### src/rtl/sign_extender.sv
// rtl/sign_extender.sv - decode-stage immediate generator with registered outputs
//
// Purpose:
//   Identifies the instruction format from the opcode field, extracts that
//   format's immediate and presents it sign- or zero-extended to WORD bits.
//   Decode is purely combinational; both results are registered, so the
//   outputs follow the instruction by exactly one rising edge.
//
// Ports:
//   clk                  in   1          system clock, rising edge
//   rst                  in   1          synchronous reset, active-high
//   instruction          in   INSTR_LEN  instruction word to decode
//   sign_extended_output out  WORD       format-dependent sign/zero-extended immediate
//   val                  out  WORD       raw immediate field, always zero-extended

module sign_extender #(
  parameter int WORD      = 64,
  parameter int INSTR_LEN = 32
) (
  input  logic                 clk,
  input  logic                 rst,
  input  logic [INSTR_LEN-1:0] instruction,
  output logic [WORD-1:0]      sign_extended_output,
  output logic [WORD-1:0]      val
);

  logic [WORD-1:0] se_d, se_q;
  logic [WORD-1:0] val_d, val_q;

  // Opcode slices of different lengths; formats are distinguished by how
  // many leading bits they reserve.
  logic [5:0]  op6;
  logic [7:0]  op8;
  logic [8:0]  op9;
  logic [9:0]  op10;
  logic [10:0] op11;

  // Candidate immediate fields
  logic [25:0] imm26;
  logic [18:0] imm19;
  logic [8:0]  imm9;
  logic [11:0] imm12;
  logic [15:0] imm16;
  logic [5:0]  shamt;

  // The destination register field never contributes to an immediate.
  logic unused_rd;

  assign op6   = instruction[31:26];
  assign op8   = instruction[31:24];
  assign op9   = instruction[31:23];
  assign op10  = instruction[31:22];
  assign op11  = instruction[31:21];

  assign imm26 = instruction[25:0];
  assign imm19 = instruction[23:5];
  assign imm9  = instruction[20:12];
  assign imm12 = instruction[21:10];
  assign imm16 = instruction[20:5];
  assign shamt = instruction[15:10];

  assign unused_rd = ^instruction[4:0];

  // Priority decode: the first matching format wins.
  always_comb begin
    se_d  = '0;
    val_d = '0;
    if (op6 == 6'b000101 || op6 == 6'b100101) begin
      // B / BL
      se_d  = {{(WORD-26){imm26[25]}}, imm26};
      val_d = {{(WORD-26){1'b0}}, imm26};
    end else if (op8 == 8'b10110100 || op8 == 8'b10110101 || op8 == 8'b01010100) begin
      // CBZ / CBNZ / B.cond
      se_d  = {{(WORD-19){imm19[18]}}, imm19};
      val_d = {{(WORD-19){1'b0}}, imm19};
    end else if (op11 == 11'b11111000010 || op11 == 11'b11111000000) begin
      // LDUR / STUR
      se_d  = {{(WORD-9){imm9[8]}}, imm9};
      val_d = {{(WORD-9){1'b0}}, imm9};
    end else if (op10 == 10'b1001000100 || op10 == 10'b1011000100 ||
                 op10 == 10'b1101000100 || op10 == 10'b1111000100 ||
                 op10 == 10'b1001001000 || op10 == 10'b1111001000 ||
                 op10 == 10'b1011001000 || op10 == 10'b1101001000) begin
      // Arithmetic/logical immediates are unsigned.
      se_d  = {{(WORD-12){1'b0}}, imm12};
      val_d = {{(WORD-12){1'b0}}, imm12};
    end else if (op9 == 9'b110100101 || op9 == 9'b111100101) begin
      // MOVZ / MOVK
      se_d  = {{(WORD-16){1'b0}}, imm16};
      val_d = {{(WORD-16){1'b0}}, imm16};
    end else if (op11 == 11'b11010011011 || op11 == 11'b11010011010) begin
      // LSL / LSR
      se_d  = {{(WORD-6){1'b0}}, shamt};
      val_d = {{(WORD-6){1'b0}}, shamt};
    end
  end

  always_ff @(posedge clk) begin
    if (rst) begin
      se_q  <= '0;
      val_q <= '0;
    end else begin
      se_q  <= se_d;
      val_q <= val_d;
    end
  end

  assign sign_extended_output = se_q;
  assign val                  = val_q;

endmodule

### config.mk
export PLATFORM = sky130hd
export DESIGN_NAME = sign_extender
export DESIGN_NICKNAME = d
export VERILOG_FILES = /design/src/rtl/sign_extender.sv
export SDC_FILE = /design/constraint.sdc
export NUM_CORES = 1
export LEC_CHECK = 0
export ABC_AREA = 1
export BUFFER_PORTS_ARGS = -buffer_cell sky130_fd_sc_hd__buf_2
export CAP_MARGIN = 20
export CORE_ASPECT_RATIO = 0.8
export CORE_MARGIN = 1.5
export CORE_UTILIZATION = 46
export CTS_CLUSTER_DIAMETER = 50
export DETAILED_ROUTE_END_ITERATION = 12
export HOLD_SLACK_MARGIN = 0.03
export PLACE_DENSITY = 0.9
export SLEW_MARGIN = 15
export SYNTH_ARGS = -nofsm -noshare
export SYNTH_HDL_FRONTEND = slang
export SYNTH_SLANG_ARGS = --single-unit
### constraint.sdc
create_clock -name clk -period 2.2 [get_ports clk]
set_input_delay 0.22 -clock clk [delete_from_list [all_inputs] [get_ports clk]]
set_output_delay 0.22 -clock clk [all_outputs]
set_load 0.1 [all_outputs]
# After elaboration in Yosys (flattened, before gate mapping)
# Cells that the tools add are included.
[classes]
eq_ne = 19
mux = 9
reduce_logical = 14
[ops]
columns = ["cell", "count"]
rows = [
  ["$mux 64", 3],
  ["$eq 10x10->1 const B", 8],
  ["$mux 16", 3],
  ["$eq 11x11->1 const B", 4],
  ["$mux 26", 1],
  ["$mux 19", 1],
  ["$eq 9x9->1 const B", 2],
  ["$eq 8x8->1 const B", 2],
  ["$logic_or 1x1->1", 13],
  ["$eq 8x7->1 const B", 1],
  ["$eq 6x3->1 const B", 1],
  ["$eq 6x6->1 const B", 1],
  ["$mux 6", 1],
  ["$reduce_or 4->1", 1],
]
[word_totals]
ff_bits = 128
in_bits = 34
output_inout_bits = 128
word_cells = 45

# Longest topological paths before layout
[logic_depth]
word_depth = 12
depth_mapped = 11

# Worst setup path after synthesis
# OpenSTA, ideal clock, no wires.
[synth_timing]
path_kind = "reg2out"
from = "register, netlist name sign_extended_output[62]"
to = "output port sign_extended_output[26]"
t_arrival_ns = 2.021
t_required_ns = 1.980
slack_ns = -0.041
stages_incl_launch_ff = 2
path_cell_list = "dfxtp_1 buf_4"
[synth_rtl]
columns = ["element", "line", "text"]
rows = [
  ["to (decl)", "23", "output logic [WORD-1:0] sign_extended_output,"],
]

==> qor.yml <==
power.switching_w: 0.000809
grt.total_usage: 0.172
ys_ff_latch: 43
drc: 7
hold_start: "instruction[21]"
clock.fmax_mhz: 609
fp.dieW_um: 84.8
gp_congestion: 0.855
swShare: 0.431
hpwl_um: 4350
dieHeight_um: 68.5
clock-sinks: 43
cap_violations: 0
numCtsBuffers: 5
relSlewSlack: 0.641
drtPass1Iterations: 9
ctsLongestPathBuffers: 2
fillCellCount: 498
path_cells: "buf_2"
status: "finished, violations left"
rsz0062_at_grt: "no"
critPathBufInv: 1
synthDistinctLibCells: 27
layout-drive-gt1-share: 0.392
async_reset_ff_frac: 0
cts_tree: "built"
timing_worst_slew_pin_value_ns: 0.536
num-nets-final: 439
grt_pass1_vias: 1637
critPathArrivalTime_ns: 1.42
start_util: 0.484
fin_total_pwr_w: 0.00188
cts_hold_buffers: 0
grt_start_max_net_pins: 40
criticalPathCategory: "flop to output pin"
clockRootBuffer: "clkbuf_8"
crit_path_end_kind: "output pin"
htreeDepth: 2
worstHoldPathCells: 3
ir_worst_vdd_mv: 0.301
mostFrequentLayoutCells: "123 x buf_2, 54 x nand2_1, 42 x dfxtp_1"
crit_required_ns: 1.98
crit_path_start_kind: "flop"
p_clk_frac: 0.256
startpoint: "sign_extended_output[62]"
period_share: 0.746
syn_area_um2: 2460
avgSynthCellArea_um2: 7.49
path_max_fanout: 39
antenna_found_initial: 0
hold_end: "val[16]"
cp_slowest_cell: "dfxtp_2"
slowest_delay_ns: 0.61
power.internal_w: 0.00107
p_seq_frac: 0.423
io_pins: 162
postSynthCellCount: 329
area_growth_pct: 10.1
grt_overflow: 0
finalSetupViolations: 0
final_common_cell: "buf_2"
synth-edff-count: 0
wire_per_inst_um: 11.6
seq_area_frac_synth: 0.349
antenna_cells: 0
post-route-min-period_ns: 1.64
rows: 23
cpLargestDelayFamily: "flip-flops"
die_area_um2: 5810
vias: 2093
avgViaCountPerCell: 4.47
leakage_nw: 1.69
finalSetupTns_ns: 0
synth_ff_type: "dfxtp_1"
grt_pass1_wl_um: 7700
drtIter0Drc: 140
ys_warn_count: 0
violations: "DRC"
coreArea_um2: 5090
powerDensity_nw_per_um2: 692
hold_viol_final: 0
routed_wl_um: 5420
hp-class: "primary input to flop"
cts_resized: 0
cts_setup_buffers: 0
clk_pin_slew_ns: 0.08
share_comb_of_total_power: 0.321
maxSlewViolCount: 0
antenna_left: 0
port_buffers: 123
-- metal layers --
metal / vias up / GRT usage / wire length [um]
li1: 1049 / - / -
met1: 923 / 0.224 / 2330
met2: 117 / 0.282 / 2580
met3: 4 / 0.0483 / 460
met4: 0 / 0.0512 / 54
met5: - / 0 / 0
-- state kept, by name (all words and copies together) (netlist names) --
register / cells
sign_extended_output: 26
val: 17
-- metrics by stage --
stage               hold WS, ns  cells  utilization  area, um2  setup slack [ns]
floorplan                 0.351    366            -       2600             0.595
global placement          0.483    460        0.516       2630             0.570
detailed placement        0.480    460        0.516       2630             0.433
CTS                       0.175    468        0.532       2710             0.528
global route              0.213    468        0.532       2710             0.422
finish                    0.178    468        0.532       2710             0.559
-- cells by family (layout without fill, tap and decap cells) --
group / Yosys count / in the layout / synth area share
buf+inv: 131 / 171 / 0.335
simple gates: 107 / 107 / 0.203
compound gates: 47 / 47 / 0.112
flops: 43 / 43 / 0.349
other cells: 1 / 38 / 0.00152
-- how the worst max path moves through the flow --
stage | to | slack [ns] | depth (start not counted)
floorplan | sign_extended_output[26] | 0.59 | 1
global placement | sign_extended_output[15] | 0.57 | 9
detailed placement | sign_extended_output[15] | 0.43 | 9
CTS | sign_extended_output[35] | 0.53 | 1
global route | sign_extended_output[42] | 0.42 | 1
finish | sign_extended_output[63] | 0.56 | 1
-- power by group through the flow --
stage	clock (W)	combinational [W]	sequential [W]
after floorplan	0	0.000504	0.000896
after global placement	0	0.000595	0.000812
after detailed placement	0	0.000597	0.000812
after CTS	0.000485	0.000598	0.000794
after global routing	0.000520	0.000620	0.000795
final	0.000481	0.000601	0.000794
-- final cells by class --
| cell class | count | area, um2 | share of cell area |
|---|---|---|---|
| Timing Repair Buffer | 124 | 623 | 0.230 |
| Tap cell | 62 | 77.6 | 0.0286 |
| Multi-Input combinational cell | 192 | 917 | 0.338 |
| Clock buffer | 6 | 72.6 | 0.0268 |
| Sequential cell | 43 | 862 | 0.318 |
| Clock inverter | 2 | 12.5 | 0.00461 |
| Inverter | 39 | 146 | 0.0540 |
-- synthesized netlist by cell type, types with 2 or more instances --
master	number	area, um2
o211ai_1	4	30.0
clkbuf_1	3	11.3
buf_2	2	10.0
nor2_1	25	93.8
a21oi_1	6	30.0
nand2_2	2	12.5
nand3_1	9	45.0
inv_2	6	22.5
nand3b_1	2	15.0
nor3_1	2	10.0
nand4_1	2	12.5
buf_4	86	646
o21ai_1	3	15.0
dfxtp_1	43	861
nor2_2	4	25.0
nand2_1	54	203
nor2_4	2	22.5
inv_1	33	124
o21ai_2	8	70.1
o21ai_0	26	130
Note: power is estimated with default switching activity, not from simulation.
